===== config.mk =====
export PLATFORM = sky130hd
export DESIGN_NAME = alu_cmd_sequencer
export DESIGN_NICKNAME = d
export VERILOG_FILES = /design/src/rtl/alu_pkg.sv /design/src/rtl/alu_regfile.sv /design/src/rtl/alu_cmd_sequencer.sv
export SDC_FILE = /design/constraint.sdc
export NUM_CORES = 1
export LEC_CHECK = 0
export BUFFER_PORTS_ARGS = -buffer_cell sky130_fd_sc_hd__buf_2
export CAP_MARGIN = 20
export CORE_AREA = 2 2 95 97
export CTS_BUF_LIST = sky130_fd_sc_hd__clkbuf_8 sky130_fd_sc_hd__clkbuf_16
export CTS_CLUSTER_DIAMETER = 40
export DETAILED_ROUTE_END_ITERATION = 8
export DIE_AREA = 0 0 97 99
export PLACE_DENSITY = 0.7
export SLEW_MARGIN = 0
export SYNTH_ARGS = -nofsm -noshare
export SYNTH_HDL_FRONTEND = slang
export SYNTH_HIERARCHICAL = 1
export SYNTH_SLANG_ARGS = --single-unit

===== constraint.sdc =====
create_clock -name clk -period 3 [get_ports clk]
set_clock_uncertainty 0.05 [all_clocks]
set_input_delay 0.45 -clock clk [delete_from_list [all_inputs] [get_ports clk]]
set_output_delay 0.45 -clock clk [all_outputs]
set_load 0.1 [all_outputs]

===== src/rtl/alu_pkg.sv =====
// rtl/alu_pkg.sv - shared op codes, FSM states and flag positions for the ALU command sequencer
package alu_pkg;

  localparam logic [2:0] OP_ADD = 3'b000;
  localparam logic [2:0] OP_SUB = 3'b001;
  localparam logic [2:0] OP_AND = 3'b010;
  localparam logic [2:0] OP_OR  = 3'b011;
  localparam logic [2:0] OP_SHL = 3'b100;
  localparam logic [2:0] OP_SHR = 3'b101;
  localparam logic [2:0] OP_LDI = 3'b110;
  localparam logic [2:0] OP_CMP = 3'b111;

  typedef enum logic [1:0] {
    ST_IDLE = 2'b00,
    ST_EXEC = 2'b01,
    ST_WB   = 2'b10,
    ST_RESP = 2'b11
  } seq_state_t;

  localparam int FLAG_N = 3;
  localparam int FLAG_Z = 2;
  localparam int FLAG_C = 1;
  localparam int FLAG_V = 0;

  // Compare runs on the subtractor; load-imm rides the adder with B forced to zero.
  function automatic logic [2:0] alu_ctrl_for(input logic [2:0] op);
    case (op)
      OP_CMP:  return OP_SUB;
      OP_LDI:  return OP_ADD;
      default: return op;
    endcase
  endfunction

  function automatic logic is_shift(input logic [2:0] op);
    return (op == OP_SHL) || (op == OP_SHR);
  endfunction

endpackage


===== src/rtl/alu_regfile.sv =====
// rtl/alu_regfile.sv - NUM_REGS x 8 operand register file, two async reads, one sync write
module alu_regfile #(
  parameter int  NUM_REGS = 4,
  localparam int RA_W     = $clog2(NUM_REGS)
) (
  input  logic            clk,
  input  logic            rst,
  input  logic [RA_W-1:0] ra_addr,
  output logic [7:0]      ra_data,
  input  logic [RA_W-1:0] rb_addr,
  output logic [7:0]      rb_data,
  input  logic            we,
  input  logic [RA_W-1:0] wa_addr,
  input  logic [7:0]      w_data
);

  logic [7:0] regs [NUM_REGS];

  // Clear wins over write so a reset during writeback leaves every register at zero.
  always_ff @(posedge clk) begin
    if (rst) begin
      for (int i = 0; i < NUM_REGS; i++) begin
        regs[i] <= '0;
      end
    end else if (we) begin
      regs[wa_addr] <= w_data;
    end
  end

  assign ra_data = regs[ra_addr];
  assign rb_data = regs[rb_addr];

endmodule


===== src/rtl/alu_cmd_sequencer.sv =====
// rtl/alu_cmd_sequencer.sv - serialises commands through the external ALU and returns result plus flags
module alu_cmd_sequencer
  import alu_pkg::*;
#(
  parameter int  NUM_REGS = 4,
  localparam int RA_W     = $clog2(NUM_REGS)
) (
  input  logic            clk,
  input  logic            rst,
  input  logic            cmd_valid,
  output logic            cmd_ready,
  input  logic [2:0]      cmd_op,
  input  logic [RA_W-1:0] cmd_rd,
  input  logic [RA_W-1:0] cmd_rs,
  input  logic            cmd_use_imm,
  input  logic [7:0]      cmd_imm,
  input  logic [1:0]      cmd_shamt,
  output logic [7:0]      alu_a,
  output logic [7:0]      alu_b,
  output logic [2:0]      alu_ctrl,
  output logic [1:0]      alu_shamt,
  input  logic [7:0]      alu_result,
  input  logic            alu_zero,
  input  logic            alu_neg,
  input  logic            alu_carry,
  input  logic            alu_ovf,
  output logic            rsp_valid,
  input  logic            rsp_ready,
  output logic [7:0]      rsp_data,
  output logic [3:0]      rsp_flags
);

  seq_state_t      state, state_nxt;
  logic            accept;
  logic            rf_we;
  logic [7:0]      rd_val, rs_val;
  logic [7:0]      rf_wdata;
  logic [3:0]      alu_flags, flags_nxt;

  logic [2:0]      op_q;
  logic [RA_W-1:0] rd_q;
  logic [7:0]      imm_q;
  logic [7:0]      a_q, b_q;
  logic [2:0]      ctrl_q;
  logic [1:0]      shamt_q;
  logic [7:0]      res_q;
  logic [3:0]      sflags_q;
  logic [3:0]      flags_q;
  logic [7:0]      rsp_data_q;
  logic [3:0]      rsp_flags_q;

  alu_regfile #(.NUM_REGS(NUM_REGS)) u_regfile (
    .clk     (clk),
    .rst     (rst),
    .ra_addr (cmd_rd),
    .ra_data (rd_val),
    .rb_addr (cmd_rs),
    .rb_data (rs_val),
    .we      (rf_we),
    .wa_addr (rd_q),
    .w_data  (rf_wdata)
  );

  // State register.
  always_ff @(posedge clk) begin
    if (rst) state <= ST_IDLE;
    else     state <= state_nxt;
  end

  // Next-state and handshake outputs; ready is masked during the reset cycle itself.
  always_comb begin
    state_nxt = state;
    cmd_ready = 1'b0;
    rsp_valid = 1'b0;
    rf_we     = 1'b0;
    case (state)
      ST_IDLE: begin
        cmd_ready = !rst;
        if (cmd_valid && cmd_ready) state_nxt = ST_EXEC;
      end
      ST_EXEC: state_nxt = ST_WB;
      ST_WB: begin
        rf_we     = (op_q != OP_CMP);
        state_nxt = ST_RESP;
      end
      ST_RESP: begin
        rsp_valid = 1'b1;
        if (rsp_ready) state_nxt = ST_IDLE;
      end
      default: state_nxt = ST_IDLE;
    endcase
  end

  assign accept = cmd_valid & cmd_ready;

  // Pack the ALU flags into the {N,Z,C,V} layout and pick writeback values.
  always_comb begin
    alu_flags         = '0;
    alu_flags[FLAG_N] = alu_neg;
    alu_flags[FLAG_Z] = alu_zero;
    alu_flags[FLAG_C] = alu_carry;
    alu_flags[FLAG_V] = alu_ovf;
    rf_wdata          = (op_q == OP_LDI) ? imm_q : res_q;
    flags_nxt         = (op_q == OP_LDI) ? flags_q : sflags_q;
  end

  // Datapath: latch command and operands on accept, sample ALU in EXEC, commit in WB.
  always_ff @(posedge clk) begin
    if (rst) begin
      op_q        <= '0;
      rd_q        <= '0;
      imm_q       <= '0;
      a_q         <= '0;
      b_q         <= '0;
      ctrl_q      <= '0;
      shamt_q     <= '0;
      res_q       <= '0;
      sflags_q    <= '0;
      flags_q     <= '0;
      rsp_data_q  <= '0;
      rsp_flags_q <= '0;
    end else begin
      if (accept) begin
        op_q    <= cmd_op;
        rd_q    <= cmd_rd;
        imm_q   <= cmd_imm;
        a_q     <= rd_val;
        b_q     <= (cmd_op == OP_LDI) ? 8'h00 : (cmd_use_imm ? cmd_imm : rs_val);
        ctrl_q  <= alu_ctrl_for(cmd_op);
        shamt_q <= is_shift(cmd_op) ? cmd_shamt : 2'b00;
      end
      if (state == ST_EXEC) begin
        res_q    <= alu_result;
        sflags_q <= alu_flags;
      end
      if (state == ST_WB) begin
        flags_q     <= flags_nxt;
        rsp_data_q  <= rf_wdata;
        rsp_flags_q <= flags_nxt;
      end
    end
  end

  assign alu_a     = a_q;
  assign alu_b     = b_q;
  assign alu_ctrl  = ctrl_q;
  assign alu_shamt = shamt_q;
  assign rsp_data  = rsp_data_q;
  assign rsp_flags = rsp_flags_q;

endmodule


==> impl_metrics.env, run 1 <==
export IMPL_run_status="finished clean"
export IMPL_postCtsSetupBuffers=0
export IMPL_syn_area_per_cell_um2=11.36
export IMPL_critical_path_cell_chain="inv_1, ha_1, clkinv_1, a31oi_1, nand2b_1, o21bai_1, buf_4"
export IMPL_slew_violations=0
export IMPL_synth_ff_type="dfxtp_1"
export IMPL_synthDistinctLibCells=34
export IMPL_grt_total_usage=0.2025
export IMPL_yosysSeqAreaShare=0.5214
export IMPL_via_count=2860
export IMPL_clk_latency_ns=0.36
export IMPL_fin_crit_sh=0.8311
export IMPL_io_buffers=68
export IMPL_crit_path_start_kind="flip-flop"
export IMPL_peakVddDrop_v=0.0007626
export IMPL_powerDensity_mw_per_mm2=836.8
export IMPL_die_area_mm2=0.009603
export IMPL_post_drt_wl_per_cell_um=16.97
export IMPL_detailed_place_hpwl_um=6666
export IMPL_nFillCells=748
export IMPL_max_cap_viol_count=0
export IMPL_die_w_um=97
export IMPL_die_h_um=99
export IMPL_synthTopCellsByCount="60 x dfxtp_1, 57 x nand2_1, 32 x edfxtp_1"
export IMPL_yosysTopAreaCell="dfxtp_1"
export IMPL_synth_edff_count=32
export IMPL_synthesis_nets=404
export IMPL_grt_pass1_wl_um=14910
export IMPL_htreeDepth=3
export IMPL_yosysWarnings=6
export IMPL_netlist_area_mm2=0.004146
export IMPL_use_met1=0.2637
export IMPL_max_slew_worst_pin_slew_ns=0.7250
export IMPL_ys_top_cells_by_area="dfxtp_1 29%, edfxtp_1 23%, mux4_2 8.7%, mux2i_1 5.3%, nand2_1 5.2%"
export IMPL_ioPinCount=69
export IMPL_drt_iter0_markers=155
export IMPL_cpPeakStageDelay_ns=0.54
export IMPL_dr_pass1_iters=4
export IMPL_wirelength_um=9213
export IMPL_nNetsFinal=469
export IMPL_cts_tree="built"
export IMPL_busiest_layer="met2"
export IMPL_p_leak_nw=2.061
export IMPL_worstSetupEndpointType="flip-flop"
export IMPL_setup_viol_count_final=0
export IMPL_cts_inserted_buffers=9
export IMPL_postRouteAntennaNets=0
export IMPL_grt_remaining_overflow=0
export IMPL_grt_pass1_vias=2799
export IMPL_root_buffer="clkbuf_8"
export IMPL_grt_max_degree=35
export IMPL_synthMostInstantiatedCell="dfxtp_1"
export IMPL_place_congestion=0.7917
export IMPL_cts_buffer_depth=2
export IMPL_cts_sinks=92
export IMPL_postSynthCellCount=365
export IMPL_synth_seq_cells=92
export IMPL_fin_crit_ns=2.493
export IMPL_antenna_found_initial=0
export IMPL_rsz0062_at_grt="false"
export IMPL_cts_resized=0
export IMPL_cts_clk_slew_worst_paths_ns=0.09
export IMPL_viasPerCell=5.267
export IMPL_antennaDiodeCount=0
export IMPL_synth_async_reset_ratio=0
export IMPL_rows=34
export IMPL_globalRouteMet2Util=0.3478
export IMPL_fin_cells=543
export IMPL_hold_viol=0
export IMPL_initial_core_util=0.4849
export IMPL_drive_above_1_share=0.3080
export IMPL_core_mm2=0.008551
export IMPL_syn_to_final_growth_pct=15.18
export IMPL_grtUsageMet3=0.03121
export IMPL_worstHoldPathType="in2reg"
export IMPL_tns_ns=0
export IMPL_drc_errors=0
export IMPL_crit_slowest_cell="a31oi_1"
export IMPL_worstPathMaxFanout=9
export IMPL_cp_data_arrival_time_ns=2.52
export IMPL_placedCellCount=527
export IMPL_worstPathRequired_ns=3.03
export IMPL_cts_hold_buf=0
export IMPL_netlist_area_leader_share=0.2897
export IMPL_fmax_ghz=0.4011
export IMPL_critical_path_class="reg2reg"
export IMPL_slew_headroom=0.5167
[stage by stage]
step | hold slack, ns | utilization | total power [W] | setup WS (ns) | area, µm²
6_report | 0.2566 | 0.5585 | 0.003996 | 0.5068 | 4776
5_1_grt | 0.2628 | 0.5585 | 0.004190 | 0.3040 | 4776
4_1_cts | 0.2501 | 0.5585 | 0.004022 | 0.5319 | 4776
3_5_place_dp | 0.3929 | 0.5329 | 0.003139 | 0.5733 | 4557
3_3_place_gp | 0.3863 | 0.5329 | 0.003111 | 0.6814 | 4557
2_1_floorplan | 0.3928 | - | 0.002837 | 0.4073 | 4146
[cell usage in the layout (no fill, tap or decap), types with 8 or more instances in the layout]
cell	netlist	routed
a21oi_1	13	13
nor2_1	30	30
nand3b_1	21	21
buf_2	8	68
clkbuf_8	0	9
edfxtp_1	32	32
mux2i_1	22	22
o21a_1	8	8
nand2_1	57	57
and2_2	8	8
mux4_2	16	16
and2_1	24	24
o21ai_0	8	8
dfxtp_1	60	60
[final timing paths]
kind                                   from              endpoint  slack (ns)  cells past startpoint
worst max-delay path               state[0]  u_regfile/regs[0][7]        0.51                      7
worst max register to register     state[0]  u_regfile/regs[0][7]        0.51                      7
worst min-delay path             cmd_imm[7]              imm_q[7]        0.26                      3
worst min register to register  alu_ctrl[1]           alu_ctrl[1]        0.40                      2
[area by class of cell]
| type | instances | area (µm²) | area share |
|---|---|---|---|
| Multi-Input combinational cell | 249 | 1859 | 0.3893 |
| Clock inverter | 6 | 70.07 | 0.01467 |
| Inverter | 4 | 15.01 | 0.003144 |
| Timing Repair Buffer | 74 | 385.4 | 0.08069 |
| Clock buffer | 10 | 148.9 | 0.03118 |
| Tap cell | 108 | 135.1 | 0.02829 |
| Sequential cell | 92 | 2162 | 0.4527 |
[cells by family (layout without fill, tap and decap cells)]
family,count (synthesis),after routing,share of synthesized area
flops,92,92,0.5214
compound gates,40,40,0.06277
fa+ha+maj,5,5,0.01509
mux,46,46,0.1635
buf+inv,24,94,0.03017
simple gates,158,158,0.2070
[layer usage]
layer	share of wire	up-vias	wire length, µm
li1	-	1403	-
met1	0.44	1392	4073
met2	0.51	54	4678
met3	0.035	11	326
met4	0.014	0	133
met5	0	-	0
[state kept, by name, summed over array words and instances (netlist names)]
name and cells:
alu_a 8, alu_b 8, alu_ctrl 3, alu_shamt 2
imm_q 8, op_q 3, rd_q 2, res_q 8
rsp_data 8, rsp_flags 4, sflags_q 4, state 2
u_regfile/regs 32
[worst max-delay path, delay by kind of cell (launching register included)]
family / cells / cell delay (ns)
compound gates: 2 / 0.88
fa+ha+maj: 1 / 0.20
buf+inv: 3 / 0.59
flops: 1 / 0.35
simple gates: 1 / 0.15
[where the power goes]
| part | internal [W] | leakage [nW] | switching (W) |
|---|---|---|---|
| Combinational | 0.000376 | 1.13 | 0.00111 |
| Sequential | 0.00150 | 0.821 | 0.000124 |
| Clock | 0.000442 | 0.112 | 0.000449 |
| Total | 0.00231 | 2.06 | 0.00168 |
(Power assumes the default switching activity.)
==> run 2: changes to the inputs <==
--- a/config.mk
+++ b/config.mk
@@ -5,14 +5,15 @@
 export SDC_FILE = /design/constraint.sdc
 export NUM_CORES = 1
 export LEC_CHECK = 0
+export ABC_AREA = 1
 export BUFFER_PORTS_ARGS = -buffer_cell sky130_fd_sc_hd__buf_2
 export CAP_MARGIN = 20
-export CORE_AREA = 2 2 95 97
+export CORE_AREA = 2 2 98 100
 export CTS_BUF_LIST = sky130_fd_sc_hd__clkbuf_8 sky130_fd_sc_hd__clkbuf_16
 export CTS_CLUSTER_DIAMETER = 40
 export DETAILED_ROUTE_END_ITERATION = 8
-export DIE_AREA = 0 0 97 99
-export PLACE_DENSITY = 0.7
+export DIE_AREA = 0 0 100 102
+export PLACE_DENSITY = 0.73
 export SLEW_MARGIN = 0
 export SYNTH_ARGS = -nofsm -noshare
 export SYNTH_HDL_FRONTEND = slang
==> constraint.sdc (replaced) <==
create_clock -name clk -period 2.2 [get_ports clk]
set_clock_uncertainty 0.05 [all_clocks]
set_input_delay 0.33 -clock clk [delete_from_list [all_inputs] [get_ports clk]]
set_output_delay 0.33 -clock clk [all_outputs]
set_load 0.1 [all_outputs]
==> run 2 against run 1 <==
Effect of this change:
- power grew 38%
- sequential power rose by 38%
- cell area rose by 3.9%
- flip-flop and latch count stayed put
- sequential share of layout area decreased by 1.7 points
- synthesized cell count is 64% higher
- die area up 6.2%
- largest power group unchanged
==> impl_metrics.env, run 2 <==
export IMPL_synth_ff_type="dfxtp_1"
export IMPL_use_met1=0.2840
export IMPL_fin_cells=771
export IMPL_grt_remaining_overflow=0
export IMPL_synth_edff_count=32
export IMPL_crit_start="state[1]"
export IMPL_busiest_layer="met2"
export IMPL_critical_path_class="reg2out"
export IMPL_cts_tree="built"
export IMPL_root_buffer="clkbuf_8"
export IMPL_tns_ns=0
export IMPL_die_w_um=100
export IMPL_crit_end="cmd_ready"
export IMPL_synthSimpleGateAreaFrac=0.3383
export IMPL_syn_area_per_cell_um2=7.396
export IMPL_drive_above_1_share=0.1591
export IMPL_synthXorXnorAreaFrac=0
export IMPL_final_common_cell="nand2_1"
export IMPL_grt_pass1_wl_um=16990
export IMPL_cts_clk_slew_worst_paths_ns=0.10
export IMPL_viasPerCell=5.031
export IMPL_whs_ns=0.1364
export IMPL_placedCellCount=755
export IMPL_worstPathMaxFanout=4
export IMPL_final_cell_mix="197 x nand2_1, 70 x nor2_1, 68 x buf_2"
export IMPL_grt_max_degree=52
export IMPL_place_congestion=0.9073
export IMPL_r2r_end="u_regfile/regs[0][4]"
export IMPL_post_drt_wl_per_cell_um=13.35
export IMPL_synth_compound_area_frac=0.05987
export IMPL_cts_buffer_depth=2
export IMPL_synthTopCellsByCount="197 x nand2_1, 70 x nor2_1, 61 x inv_1"
export IMPL_antenna_found_initial=0
export IMPL_grtUsageMet3=0.02736
export IMPL_peakVddDrop_v=0.0008641
export IMPL_worstSetupEndpointType="output port"
export IMPL_netlist_area_mm2=0.004430
export IMPL_die_area_mm2=0.01020
export IMPL_yosysSeqAreaShare=0.4880
export IMPL_yosysWarnings=6
export IMPL_cts_resized=0
export IMPL_postRouteAntennaNets=0
export IMPL_max_slew_worst_pin_slew_ns=0.4810
export IMPL_r2r_slack_ns=0.37
export IMPL_cts_sinks=92
export IMPL_via_count=3879
export IMPL_cpPeakStageDelay_ns=0.44
export IMPL_fmax_ghz=0.4911
export IMPL_rows=35
export IMPL_place_ws_ns=0.4119
export IMPL_rsz0062_at_grt="false"
export IMPL_setup_ws_ns=0.1636
export IMPL_ys_top_cells_by_area="dfxtp_1 27%, edfxtp_1 22%, nand2_1 17%, nand3_1 6.7%, nor2_1 5.9%"
export IMPL_dr_pass1_iters=5
export IMPL_core_mm2=0.009109
export IMPL_wirelength_um=10290
export IMPL_power_w=0.005518
export IMPL_timing_rr_start="state[0]"
export IMPL_slew_headroom=0.6785
export IMPL_die_h_um=102
export IMPL_top_register="u_regfile/regs"
export IMPL_nNetsFinal=694
export IMPL_worst_r2r_path_depth=8
export IMPL_fin_crit_sh=0.9257
export IMPL_max_cap_viol_count=0
export IMPL_yosysTopAreaCell="dfxtp_1"
export IMPL_synth_top_family_by_area="simple AND/OR/NAND/NOR gates"
export IMPL_synth_async_reset_ratio=0
export IMPL_hold_viol=0
export IMPL_powerDensity_mw_per_mm2=1112
export IMPL_synthesis_nets=638
export IMPL_worstHoldPathType="in2reg"
export IMPL_drt_iter0_markers=301
export IMPL_p_leak_nw=2.378
export IMPL_grt_pass1_vias=3621
export IMPL_ioPinCount=69
export IMPL_run_status="finished clean"
export IMPL_grt_total_usage=0.2122
export IMPL_htreeDepth=3
export IMPL_initial_core_util=0.4864
export IMPL_crit_path_start_kind="flip-flop"
export IMPL_antennaDiodeCount=0
export IMPL_postSynthCellCount=599
export IMPL_synth_mux_area_frac=0
export IMPL_detailed_place_hpwl_um=7576
export IMPL_cp_data_arrival_time_ns=1.66
export IMPL_slew_violations=0
export IMPL_critical_path_cell_chain="inv_1, ha_1, inv_2, nor2_4, buf_2"
export IMPL_postCtsSetupBuffers=0
export IMPL_netlist_area_leader_share=0.2711
export IMPL_synthMostInstantiatedCell="nand2_1"
export IMPL_synthDistinctLibCells=21
export IMPL_crit_slowest_cell="buf_2"
export IMPL_globalRouteMet2Util=0.3565
export IMPL_worstPathRequired_ns=1.82
export IMPL_synthAdderAreaFrac=0.01412
export IMPL_setup_viol_count_final=0
export IMPL_cts_hold_buf=0
export IMPL_fin_crit_ns=2.036
export IMPL_io_buffers=68
export IMPL_clk_latency_ns=0.36
export IMPL_drc_errors=0
export IMPL_largest_register_ffs=32
export IMPL_syn_to_final_growth_pct=11.97
export IMPL_synth_seq_cells=92
export IMPL_cts_inserted_buffers=9
-- run 2: cell types whose count changed after synthesis, moves of 8 or more --
cell and delta:
nand2_1 +140, inv_1 +58, nand3_1 +55, nor2_1 +40, and2_1 -24, o21ai_0 +24, mux2i_1 -22, nand3b_1 -20
mux4_2 -16, a21oi_1 +8, and2_2 -8, nand4_1 +8, nor3_1 +8, o21a_1 -8
-- run 2: stage by stage --
step | cell area, µm² | util
5_1_grt | 4961 | 0.5446
4_1_cts | 4961 | 0.5446
6_report | 4961 | 0.5446
3_3_place_gp | 4768 | 0.5235
3_5_place_dp | 4768 | 0.5235
2_1_floorplan | 4431 | -
-- run 2: cell families (layout without fill, tap and decap cells) --
group,count (synthesis),in the layout
and+or+nand+nor,352,352
DFF,92,92
adders and majority gates,5,5
buffers and inverters,97,158
AOI/OAI and AO/OA,53,53
-- run 2: how the worst min path moves through the flow --
stage	endpoint	from	depth (start not counted)	slack (ns)
finish	imm_q[2]	cmd_imm[2]	3	0.14
global route	res_q[6]	alu_result[6]	3	0.14
CTS	sflags_q[3]	alu_neg	3	0.12
detailed placement	rsp_flags[0]	rsp_flags[0]	2	0.40
global placement	rsp_flags[0]	rsp_flags[0]	2	0.40
floorplan	imm_q[0]	cmd_imm[0]	2	0.39
-- run 2: final cells by class --
type                       instances  area (µm²)
inverter                          68       255.2
sequential                        92        2162
clock buffer                      10       148.9
clock inverter                     6       43.79
multi-input combinational        410        1827
timing repair buffer              74       385.4
fill                             881        4148
tap                              111       138.9
-- run 2: routing by layer --
metal	vias up	wire [µm]
li1	2005	-
met1	1746	4842
met2	111	4766
met3	17	511
met4	0	170
met5	-	0
-- run 2: worst max-delay path: cells and delay by family (launching register included) --
kind	cells	cell delay [ns]
buffers and inverters	3	0.63
adder cells (fa/ha/maj)	1	0.20
flip-flops	1	0.36
AND/OR/NAND/NOR	1	0.11
-- run 2: report_power, final --
group,internal [W],switching [W],total [W]
sequential,0.00206,0.000175,0.00223
clock,0.000488,0.000611,0.00110
combinational,0.000467,0.00172,0.00219
==> run 3: changes to the inputs <==
--- a/config.mk
+++ b/config.mk
@@ -5,14 +5,13 @@
 export SDC_FILE = /design/constraint.sdc
 export NUM_CORES = 1
 export LEC_CHECK = 0
-export ABC_AREA = 1
 export BUFFER_PORTS_ARGS = -buffer_cell sky130_fd_sc_hd__buf_2
 export CAP_MARGIN = 20
-export CORE_AREA = 2 2 98 100
+export CORE_AREA = 2 2 95 97
 export CTS_BUF_LIST = sky130_fd_sc_hd__clkbuf_8 sky130_fd_sc_hd__clkbuf_16
 export CTS_CLUSTER_DIAMETER = 40
 export DETAILED_ROUTE_END_ITERATION = 8
-export DIE_AREA = 0 0 100 102
+export DIE_AREA = 0 0 97 99
 export PLACE_DENSITY = 0.73
 export SLEW_MARGIN = 0
 export SYNTH_ARGS = -nofsm -noshare
==> run 3 against run 2 <==
Effect of this change:
- non-clock buffer count rose by 2
- sequential power is essentially flat
- count of clock-buffer cells in the layout is 2 higher
- cell area shrank 3.4%
- global-route usage decreased by 1.8 points
- clock power is 6% higher
- via count decreased by 25%
- die area down 5.9%
==> impl_metrics.env, run 3 (synthesis results as in run 1) <==
export IMPL_run_status="finished clean"
export IMPL_grt_pass1_vias=2819
export IMPL_detailed_place_hpwl_um=6731
export IMPL_rsz0062_at_grt="false"
export IMPL_via_count=2912
export IMPL_io_buffers=68
export IMPL_core_mm2=0.008551
export IMPL_combPwrFrac=0.377
export IMPL_crit_path_start_kind="flip-flop"
export IMPL_setup_viol_count_final=0
export IMPL_peakVddDrop_v=0.0006524
export IMPL_grt_remaining_overflow=0
export IMPL_nNetsFinal=471
export IMPL_drc_errors=0
export IMPL_max_cap_viol_count=0
export IMPL_cp_data_arrival_time_ns=1.66
export IMPL_hold_viol=0
export IMPL_cts_buffer_depth=2
export IMPL_critical_path_class="reg2out"
export IMPL_fin_crit_ns=2.043
export IMPL_drt_iter0_markers=158
export IMPL_antenna_found_initial=0
export IMPL_largest_register_ffs=32
export IMPL_viasPerCell=5.343
export IMPL_register_area_mm2=0.002162
export IMPL_cts_clk_slew_worst_paths_ns=0.09
export IMPL_slew_headroom=0.6368
export IMPL_postRouteAntennaNets=0
export IMPL_multi_input_area_mm2=0.001868
export IMPL_die_h_um=99
export IMPL_post_drt_wl_per_cell_um=16.69
export IMPL_tns_ns=0
export IMPL_max_slew_worst_pin_slew_ns=0.5449
export IMPL_clk_latency_ns=0.35
export IMPL_busiest_layer="met2"
export IMPL_worstPathRequired_ns=1.82
export IMPL_worst_r2r_path_depth=7
export IMPL_top_register="u_regfile/regs"
export IMPL_p_sw_w=0.002272
export IMPL_grt_max_degree=39
export IMPL_r2r_slack_ns=0.22
export IMPL_crit_end="cmd_ready"
export IMPL_wirelength_um=9098
export IMPL_drive_above_1_share=0.3135
export IMPL_grt_total_usage=0.1938
export IMPL_worstPathMaxFanout=6
export IMPL_grt_pass1_wl_um=14610
export IMPL_fin_crit_sh=0.9285
export IMPL_r2r_end="u_regfile/regs[0][3]"
export IMPL_final_cell_mix="68 x buf_2, 60 x dfxtp_1, 57 x nand2_1"
export IMPL_fmax_ghz=0.4895
export IMPL_fin_util=0.5607
export IMPL_worstHoldPathType="in2reg"
export IMPL_rows=34
export IMPL_slew_violations=0
export IMPL_cts_sinks=92
export IMPL_powerDensity_mw_per_mm2=1131
export IMPL_clock_power_share=0.216
export IMPL_die_w_um=97
export IMPL_root_buffer="clkbuf_8"
export IMPL_die_area_mm2=0.009603
export IMPL_syn_to_final_growth_pct=15.63
export IMPL_p_sw_frac=0.4189
export IMPL_timing_rr_start="state[0]"
export IMPL_final_common_cell="buf_2"
export IMPL_cts_tree="built"
export IMPL_use_met1=0.2614
export IMPL_place_congestion=0.8571
export IMPL_seqPwrFrac=0.408
export IMPL_htreeDepth=3
export IMPL_globalRouteMet2Util=0.3157
export IMPL_nFillCells=738
export IMPL_p_leak_nw=2.071
export IMPL_ioPinCount=69
export IMPL_grtUsageMet3=0.03617
export IMPL_antennaDiodeCount=0
export IMPL_design_area_mm2=0.004795
export IMPL_crit_start="state[0]"
export IMPL_postPlaceCellArea_mm2=0.004574
export IMPL_worstSetupEndpointType="output port"
export IMPL_dr_pass1_iters=4
export IMPL_p_int_w=0.003151
export IMPL_cts_inserted_buffers=9
export IMPL_initial_core_util=0.4849
## run 3: what timing repair did
action | in CTS | in global routing
gates resized for setup | 0 | 1
setup buffers | 0 | 0
hold buffers | 0 | 0
endpoints found under the setup margin | 0 | 24
## run 3: per-layer routing
layer	vias up	wire, µm	share of wire
met5	-	0	0
met4	0	159	0.017
met3	11	620	0.068
met2	104	4205	0.46
met1	1393	4112	0.45
li1	1404	-	-
## run 3: worst min path at each step
stage                       end          start  slack [ns]  cells past startpoint
CTS                    imm_q[7]     cmd_imm[7]        0.15                      3
floorplan              imm_q[0]     cmd_imm[0]        0.38                      2
global placement    alu_ctrl[1]    alu_ctrl[1]        0.39                      2
finish              sflags_q[0]        alu_ovf        0.16                      3
global route           res_q[5]  alu_result[5]        0.16                      3
detailed placement     alu_b[7]       alu_b[7]        0.39                      2
## run 3: worst max-delay path: stages (launching register included)
cell	delay, ns
dfxtp_1	0.35
inv_1	0.11
ha_1	0.27
nor2b_2	0.16
buf_2	0.42
## run 3: power groups by stage
stage	Clock, W	Sequential (W)	Combinational [W]
finish	0.00117	0.00221	0.00204
global route	0.00125	0.00224	0.00218
CTS	0.00119	0.00221	0.00205
detailed placement	0	0.00225	0.00204
global placement	0	0.00224	0.00202
floorplan	0	0.00303	0.000839
## run 3: layout make-up
class | instances | share of cell area
Clock buffer | 12 | 0.03914
Clock inverter | 4 | 0.005480
Inverter | 4 | 0.003132
Multi-Input combinational cell | 249 | 0.3896
Sequential cell | 92 | 0.4509
Tap cell | 108 | 0.02818
Timing Repair Buffer | 76 | 0.08351
## run 3: metrics by stage
stage,total power (W),hold WS (ns),setup WS (ns),instances
floorplan,0.003872,0.3790,-0.06212,365
global placement,0.004258,0.3852,0.2256,529
detailed placement,0.004291,0.3893,0.1079,529
CTS,0.005447,0.1468,0.09532,545
global route,0.005676,0.1601,0.02990,545
finish,0.005423,0.1600,0.1572,545
